<file path="src/rtl/alu_seq_if.sv">
// rtl/alu_seq_if.sv - valid/ready operand and result bundle for alu_seq
// master drives operands and accepts results; slave is the execute unit.
interface alu_seq_if #(
   parameter int XLEN = 32
);
   logic            in_valid;
   logic            in_ready;
   logic [XLEN-1:0] src_a;
   logic [XLEN-1:0] src_b;
   logic [3:0]      op;
   logic            out_valid;
   logic            out_ready;
   logic [XLEN-1:0] alu_result;
   logic            zero;
   logic            negative;
   logic            carry;
   logic            overflow;
   logic            illegal;

   modport master (
      output in_valid, src_a, src_b, op, out_ready,
      input  in_ready, out_valid, alu_result, zero, negative, carry, overflow, illegal
   );

   modport slave (
      input  in_valid, src_a, src_b, op, out_ready,
      output in_ready, out_valid, alu_result, zero, negative, carry, overflow, illegal
   );
endinterface

</file>
<file path="src/rtl/alu_seq.sv">
// rtl/alu_seq.sv - registered valid/ready ALU with flags and optional shift-add multiplier
// Define ALU_SEQ_MUL_EN to implement MUL/MULHU; otherwise op codes 1010/1011 are illegal.
module alu_seq #(
   parameter int XLEN = 32
) (
   input logic       clk,
   input logic       rst_n,
   alu_seq_if.slave  bus
);
   localparam int SHAMT_W = $clog2(XLEN);

   localparam logic [3:0] OP_ADD   = 4'b0000;
   localparam logic [3:0] OP_SUB   = 4'b0001;
   localparam logic [3:0] OP_AND   = 4'b0010;
   localparam logic [3:0] OP_OR    = 4'b0011;
   localparam logic [3:0] OP_XOR   = 4'b0100;
   localparam logic [3:0] OP_SLT   = 4'b0101;
   localparam logic [3:0] OP_SLL   = 4'b0110;
   localparam logic [3:0] OP_SRL   = 4'b0111;
   localparam logic [3:0] OP_SLTU  = 4'b1000;
   localparam logic [3:0] OP_SRA   = 4'b1001;
`ifdef ALU_SEQ_MUL_EN
   localparam logic [3:0] OP_MUL   = 4'b1010;
   localparam logic [3:0] OP_MULHU = 4'b1011;
`endif

   typedef enum logic [1:0] {
      S_IDLE = 2'd0,
      S_MUL  = 2'd1,
      S_DONE = 2'd2
   } state_t;

   state_t          r_state;
   state_t          w_next_state;
   logic            w_in_ready;
   logic            w_out_valid;
   logic            w_accept;
   logic            w_consume;
   logic            w_is_mul;
   logic            w_mul_last;

   logic [XLEN-1:0] r_result;
   logic            r_zero;
   logic            r_neg;
   logic            r_carry;
   logic            r_ovf;
   logic            r_ill;

   logic [SHAMT_W-1:0] w_shamt;
   logic               w_is_sub;
   logic [XLEN-1:0]    w_b_eff;
   logic [XLEN:0]      w_sum;
   logic [XLEN-1:0]    w_alu_res;
   logic               w_alu_c;
   logic               w_alu_v;
   logic               w_alu_ill;

   assign w_accept  = bus.in_valid & w_in_ready;
   assign w_consume = w_out_valid & bus.out_ready;

   always_comb begin
      w_is_mul = 1'b0;
`ifdef ALU_SEQ_MUL_EN
      w_is_mul = (bus.op == OP_MUL) || (bus.op == OP_MULHU);
`endif
   end

   // Single-cycle datapath; SUB reuses the adder as A + ~B + 1.
   always_comb begin
      w_shamt   = bus.src_b[SHAMT_W-1:0];
      w_is_sub  = (bus.op == OP_SUB);
      w_b_eff   = w_is_sub ? ~bus.src_b : bus.src_b;
      w_sum     = {1'b0, bus.src_a} + {1'b0, w_b_eff} + {{XLEN{1'b0}}, w_is_sub};
      w_alu_res = '0;
      w_alu_c   = 1'b0;
      w_alu_v   = 1'b0;
      w_alu_ill = 1'b0;
      case (bus.op)
         OP_ADD, OP_SUB: begin
            w_alu_res = w_sum[XLEN-1:0];
            w_alu_c   = w_sum[XLEN];
            w_alu_v   = (bus.src_a[XLEN-1] == w_b_eff[XLEN-1]) &&
                        (w_sum[XLEN-1] != bus.src_a[XLEN-1]);
         end
         OP_AND:  w_alu_res = bus.src_a & bus.src_b;
         OP_OR:   w_alu_res = bus.src_a | bus.src_b;
         OP_XOR:  w_alu_res = bus.src_a ^ bus.src_b;
         OP_SLT:  w_alu_res = {{(XLEN-1){1'b0}}, ($signed(bus.src_a) < $signed(bus.src_b))};
         OP_SLTU: w_alu_res = {{(XLEN-1){1'b0}}, (bus.src_a < bus.src_b)};
         OP_SLL:  w_alu_res = bus.src_a << w_shamt;
         OP_SRL:  w_alu_res = bus.src_a >> w_shamt;
         OP_SRA:  w_alu_res = $unsigned($signed(bus.src_a) >>> w_shamt);
`ifdef ALU_SEQ_MUL_EN
         OP_MUL, OP_MULHU: begin
         end
`endif
         default: w_alu_ill = 1'b1;
      endcase
   end

`ifdef ALU_SEQ_MUL_EN
   logic [XLEN-1:0]    r_mcand;
   logic [2*XLEN-1:0]  r_acc;
   logic [SHAMT_W-1:0] r_cnt;
   logic               r_mulhu;
   logic [XLEN:0]      w_step_sum;
   logic [2*XLEN-1:0]  w_acc_next;
   logic [XLEN-1:0]    w_mul_res;

   // r_acc holds {partial product high half, remaining multiplier bits}.
   always_comb begin
      w_step_sum = {1'b0, r_acc[2*XLEN-1:XLEN]} + (r_acc[0] ? {1'b0, r_mcand} : '0);
      w_acc_next = {w_step_sum, r_acc[XLEN-1:1]};
      w_mul_res  = r_mulhu ? w_acc_next[2*XLEN-1:XLEN] : w_acc_next[XLEN-1:0];
   end

   assign w_mul_last = (r_state == S_MUL) && (r_cnt == '0);

   always_ff @(posedge clk or negedge rst_n) begin
      if (!rst_n) begin
         r_mcand <= '0;
         r_acc   <= '0;
         r_cnt   <= '0;
         r_mulhu <= 1'b0;
      end else if (w_accept && w_is_mul) begin
         r_mcand <= bus.src_a;
         r_acc   <= {{XLEN{1'b0}}, bus.src_b};
         r_cnt   <= SHAMT_W'(XLEN - 1);
         r_mulhu <= (bus.op == OP_MULHU);
      end else if (r_state == S_MUL) begin
         r_acc   <= w_acc_next;
         r_cnt   <= r_cnt - 1'b1;
      end
   end
`else
   assign w_mul_last = 1'b0;
`endif

   always_ff @(posedge clk or negedge rst_n) begin
      if (!rst_n) begin
         r_state <= S_IDLE;
      end else begin
         r_state <= w_next_state;
      end
   end

   always_comb begin
      w_next_state = r_state;
      case (r_state)
         S_IDLE: if (w_accept) w_next_state = w_is_mul ? S_MUL : S_DONE;
         S_MUL:  if (w_mul_last) w_next_state = S_DONE;
         S_DONE: begin
            if (w_accept)       w_next_state = w_is_mul ? S_MUL : S_DONE;
            else if (w_consume) w_next_state = S_IDLE;
         end
         default: w_next_state = S_IDLE;
      endcase
   end

   always_comb begin
      w_out_valid = (r_state == S_DONE);
      w_in_ready  = rst_n && ((r_state == S_IDLE) || ((r_state == S_DONE) && bus.out_ready));
   end

   always_ff @(posedge clk or negedge rst_n) begin
      if (!rst_n) begin
         r_result <= '0;
         r_zero   <= 1'b0;
         r_neg    <= 1'b0;
         r_carry  <= 1'b0;
         r_ovf    <= 1'b0;
         r_ill    <= 1'b0;
      end else if (w_accept && !w_is_mul) begin
         r_result <= w_alu_res;
         r_zero   <= (w_alu_res == '0);
         r_neg    <= w_alu_res[XLEN-1];
         r_carry  <= w_alu_c;
         r_ovf    <= w_alu_v;
         r_ill    <= w_alu_ill;
      end
`ifdef ALU_SEQ_MUL_EN
      else if (w_mul_last) begin
         r_result <= w_mul_res;
         r_zero   <= (w_mul_res == '0);
         r_neg    <= w_mul_res[XLEN-1];
         r_carry  <= 1'b0;
         r_ovf    <= 1'b0;
         r_ill    <= 1'b0;
      end
`endif
   end

   assign bus.in_ready   = w_in_ready;
   assign bus.out_valid  = w_out_valid;
   assign bus.alu_result = r_result;
   assign bus.zero       = r_zero;
   assign bus.negative   = r_neg;
   assign bus.carry      = r_carry;
   assign bus.overflow   = r_ovf;
   assign bus.illegal    = r_ill;
endmodule

</file>
<file path="src/flat_wrapper.sv">
// flat-port wrapper written by rule: the top's interface ports become plain ports
module alu_seq_flat 
#(
   parameter int XLEN = 32
)
  (clk, rst_n, bus_in_valid, bus_src_a, bus_src_b, bus_op, bus_out_ready, bus_in_ready, bus_out_valid, bus_alu_result, bus_zero, bus_negative, bus_carry, bus_overflow, bus_illegal);
  alu_seq_if #(.XLEN(XLEN)) bus_i ();
  input logic clk;
  input logic rst_n;
  input wire logic [$bits(bus_i.in_valid)-1:0] bus_in_valid;
  input wire logic [$bits(bus_i.src_a)-1:0] bus_src_a;
  input wire logic [$bits(bus_i.src_b)-1:0] bus_src_b;
  input wire logic [$bits(bus_i.op)-1:0] bus_op;
  input wire logic [$bits(bus_i.out_ready)-1:0] bus_out_ready;
  output wire logic [$bits(bus_i.in_ready)-1:0] bus_in_ready;
  output wire logic [$bits(bus_i.out_valid)-1:0] bus_out_valid;
  output wire logic [$bits(bus_i.alu_result)-1:0] bus_alu_result;
  output wire logic [$bits(bus_i.zero)-1:0] bus_zero;
  output wire logic [$bits(bus_i.negative)-1:0] bus_negative;
  output wire logic [$bits(bus_i.carry)-1:0] bus_carry;
  output wire logic [$bits(bus_i.overflow)-1:0] bus_overflow;
  output wire logic [$bits(bus_i.illegal)-1:0] bus_illegal;
  assign bus_i.in_valid = bus_in_valid;
  assign bus_i.src_a = bus_src_a;
  assign bus_i.src_b = bus_src_b;
  assign bus_i.op = bus_op;
  assign bus_i.out_ready = bus_out_ready;
  assign bus_in_ready = bus_i.in_ready;
  assign bus_out_valid = bus_i.out_valid;
  assign bus_alu_result = bus_i.alu_result;
  assign bus_zero = bus_i.zero;
  assign bus_negative = bus_i.negative;
  assign bus_carry = bus_i.carry;
  assign bus_overflow = bus_i.overflow;
  assign bus_illegal = bus_i.illegal;
  alu_seq #(.XLEN(XLEN)) u_core (.clk(clk), .rst_n(rst_n), .bus(bus_i));
endmodule
</file>
<file path="config.mk">
export PLATFORM = sky130hd
export DESIGN_NAME = alu_seq_flat
export DESIGN_NICKNAME = d
export VERILOG_FILES = /design/src/rtl/alu_seq_if.sv /design/src/rtl/alu_seq.sv /design/src/flat_wrapper.sv
export SDC_FILE = /design/constraint.sdc
export NUM_CORES = 1
export LEC_CHECK = 0
export CAP_MARGIN = 30
export CORE_MARGIN = 8
export CORE_UTILIZATION = 30
export DETAILED_ROUTE_END_ITERATION = 6
export DONT_BUFFER_PORTS = 1
export PLACE_DENSITY = 0.53
export SLEW_MARGIN = 40
export SYNTH_ARGS = -nofsm -noshare
export SYNTH_HDL_FRONTEND = slang
export SYNTH_SLANG_ARGS = --single-unit
</file>
<file path="constraint.sdc">
create_clock -name clk -period 2 [get_ports clk]
set_input_delay 0.6 -clock clk [delete_from_list [all_inputs] [get_ports clk]]
set_output_delay 0.6 -clock clk [all_outputs]
set_load 0.02 [all_outputs]
</file>
==> impl_metrics.env <==
export IMPL_wl_met1_microns=23200
export IMPL_critical_path_slowest_cell="or4_4"
export IMPL_muxShareOfSynthArea=0.211
export IMPL_synth_xor_xnor_area_share=0.0382
export IMPL_firstDrtPassIters=6
export IMPL_io_pins=111
export IMPL_comb_power_share=0.690
export IMPL_antenna_found_initial=1
export IMPL_hold_viol=0
export IMPL_slew_viol_final=0
export IMPL_grt_overflow_total=0
export IMPL_critPathCaptureType="register"
export IMPL_gp_congestion=1.02
export IMPL_wirelength_microns=54200
export IMPL_synth_edff_count=0
export IMPL_syn_inst=1322
export IMPL_layout_common_cells="buf_4 (426), nand2_1 (124), ha_1 (118), nor2_1 (98), inv_1 (73)"
export IMPL_root_buffer="clkbuf_16"
export IMPL_fmax_ghz=0.254
export IMPL_wire_per_inst_microns=25.3
export IMPL_diodes=0
export IMPL_nFillCells=3467
export IMPL_violations="setup timing"
export IMPL_async_flop_share=1.00
export IMPL_worst_slack_ns=-1.93
export IMPL_dp_hpwl_microns=42800
export IMPL_grt_max_degree=93
export IMPL_drtIter0Drc=1222
export IMPL_slowest_delay_ns=0.42
export IMPL_syn_avg_cell_area_sq_um=7.98
export IMPL_start_util=0.305
export IMPL_required_ns=2.18
export IMPL_grt_pass1_wl_microns=78700
export IMPL_nNetsFinal=1887
export IMPL_layout_commonest_cell="buf_4"
export IMPL_slew_headroom=0.498
export IMPL_synth_compound_area_frac=0.247
export IMPL_layout_drive_gt1_share=0.423
export IMPL_synth_seq_area_share=0.0878
export IMPL_dr_wl_met2_microns=24900
export IMPL_yosys_area_share_simple=0.189
export IMPL_fp_dieH_microns=203
export IMPL_seqPwrFrac=0.183
export IMPL_skew_ns=0.00293
export IMPL_cts_made_buffers=5
export IMPL_highest_layer="met4"
export IMPL_start_kind="input port"
export IMPL_ys_warnings_count=0
export IMPL_core_area_sq_mm=0.0345
export IMPL_hold_buffers=0
export IMPL_cts_buffer_depth=2
export IMPL_area_growth_synth_to_final_pct=47.4
export IMPL_port_buffers=0
export IMPL_drc_errors=0
export IMPL_multi_input_area_sq_mm=0.00995
export IMPL_maxCapViolCount=0
export IMPL_fin_crit_sh=1.96
export IMPL_critPathKind="in2reg"
export IMPL_htree_num_levels=2
export IMPL_tightest_slew_ns=0.752
export IMPL_setup_viol=35
export IMPL_cts_sinks=37
export IMPL_leakage_nw=7.02
export IMPL_power_mw=5.89
export IMPL_synth_top_family_by_area="compound AO/OA/AOI/OAI gates"
export IMPL_p_int_mw=3.46
export IMPL_fin_crit_ns=3.93
export IMPL_power_density_mw_per_mm2=379
export IMPL_synth_fp_nets=1523
export IMPL_vdd_drop_max_mv=0.626
export IMPL_die_width_microns=203
export IMPL_rsz0062_at_grt="yes"
export IMPL_dieArea_sq_mm=0.0414
export IMPL_synth_ff_type="dfrtp_1"
export IMPL_track_usage=0.246
export IMPL_post_place_ws_ns=-2.38
export IMPL_insertion_delay_ns=0.27
export IMPL_route_met3_wl_microns=4500
export IMPL_cts_tree="yes"
export IMPL_ff_latch_area_sq_um=926
export IMPL_rows=68
export IMPL_syn_area_sq_mm=0.0105
export IMPL_yosysUniqueCellTypes=86
export IMPL_p_sw_frac=0.412
export IMPL_antenna_left=0
export IMPL_clock_power_share=0.127
export IMPL_cp_arrival_ns=4.11
export IMPL_vias_per_cell=5.90
export IMPL_path_cells="nand2b_4 -> nor3_4 -> buf_6 -> buf_12 -> buf_12 -> xnor2_1 -> ha_1 -> o21ai_0 -> a22oi_1 -> nor3b_4 -> o21a_1 -> and3_4 -> o21ai_0 -> nor3b_1 -> or3_1 -> or4_4 -> o31ai_1"
export IMPL_power_switching_mw=2.43
export IMPL_first_global_vias=12123
export IMPL_status="complete, but fails checks"
export IMPL_rrSetupSlack_ns=-0.91
export IMPL_vias=12634
export IMPL_synth_fa_ha_area_frac=0.154
export IMPL_min_path_type="in2async"
export IMPL_crit_fanout=20
export IMPL_cts_clk_slew_worst_paths_ns=0.05
export IMPL_yosys_register_bits=37
export IMPL_rr_worst_depth=12
==> path summary, 6_finish.rpt <==
kind / start / to
min in group clk: bus_src_a[31] / u_core.bus.overflow
worst min-delay path: rst_n / u_core.bus.alu_result[11]
worst min register to register: u_core.bus.alu_result[18] / u_core.bus.alu_result[18]
worst max register to register: u_core.r_state[1] / u_core.bus.zero
worst max-delay path: bus_op[1] / u_core.bus.zero
max in group asynchronous: rst_n / u_core.bus.alu_result[28]
==> power groups by stage <==
stage	Combinational [mW]	Clock, mW	Sequential [mW]
after detailed placement	3.44	0	1.10
after global placement	3.43	0	1.09
after CTS	3.69	0.762	1.08
after floorplan	1.99	0	1.05
after global routing	4.33	0.791	1.10
final	4.07	0.751	1.08
==> sequential cells by signal (all words and copies together) (netlist names) <==
signal	count
u_core.bus.carry	1
u_core.bus.zero	1
u_core.bus.negative	1
u_core.r_state	1
u_core.bus.illegal	1
u_core.bus.overflow	1
u_core.bus.alu_result	31
==> stage by stage <==
stage	hold WS, ns	util	setup TNS (ns)	cells	area [sq um]
2_1_floorplan	0.304	-	-49.19	1322	10800
3_3_place_gp	0.305	0.404	-56.00	2089	14000
3_5_place_dp	0.305	0.405	-57.15	2089	14000
4_1_cts	0.0121	0.427	-43.03	2112	14800
5_1_grt	0.00980	0.450	-48.38	2141	15500
6_report	0.0167	0.450	-43.96	2141	15500
==> final cells by class <==
cell class                 count  share of cell area
inverter                      86              0.0216
timing repair buffer         457               0.233
tap                          455              0.0366
sequential                    37              0.0596
multi-input combinational   1099               0.640
clock buffer                   7             0.00917
==> worst max-delay path: cells and delay by family <==
kind,cells,cell delay (ns)
AOI/OAI and AO/OA,5,0.87
xor gates and xnor gates,1,0.09
adders and majority gates,1,0.33
buffers and inverters,3,0.41
and+or+nand+nor,7,1.80
==> cell families (layout without fill, tap and decap cells) <==
family          Yosys count  count (layout)
compound gates          377             377
xor+xnor                 46              46
fa+ha+maj               129             129
buf+inv                 186             550
flops                    37              37
mux                     140             140
simple gates            407             407
==> synth_stat cells (8+ instances only) <==
master    count  area (sq um)
xnor2_1      39           342
nor4_1        9          56.3
a31oi_1      14          87.6
a221oi_1     18           158
nor2b_1      14          87.6
o211ai_1     21           158
a21oi_1      77           385
a22o_1       14           123
a211oi_1     18           135
nand4_1      12          75.1
dfrtp_1      37           926
nand2b_1     10          62.6
o22ai_1      15          93.8
mux4_2       63          1420
ha_1        128          1600
nor3_1       29           145
nor2_1      101           379
clkbuf_1     62           233
nand3_1      30           150
and3_1       16           100
mux2i_1      50           500
or3_1         8          50.1
buf_1         9          33.8
a22oi_1      14           105
inv_1        81           304
a21o_1       13          97.6
o21bai_1      8          60.1
nand2_1     131           492
o221ai_1      9          78.8
buf_2        20           100
mux2_2       21           236
o31ai_1      10          75.1
o21ai_0      68           340
==> metal layers <==
| layer | global-route usage | up-vias |
|---|---|---|
| met1 | 0.335 | 6202 |
| met4 | 0.0653 | 0 |
| met3 | 0.0332 | 95 |
| met5 | 0 | - |
| met2 | 0.403 | 598 |
| li1 | - | 5739 |
==> what timing repair did <==
| item | CTS | global route |
|---|---|---|
| pin swaps | 44 | 66 |
| buffers inserted | 18 | 37 |
| gates cloned | 1 | 0 |
| gates resized for setup | 114 | 103 |
| endpoints found under the hold margin | 0 | 0 |
| setup endpoints to repair | 35 | 35 |
(Power assumes the default switching activity.)
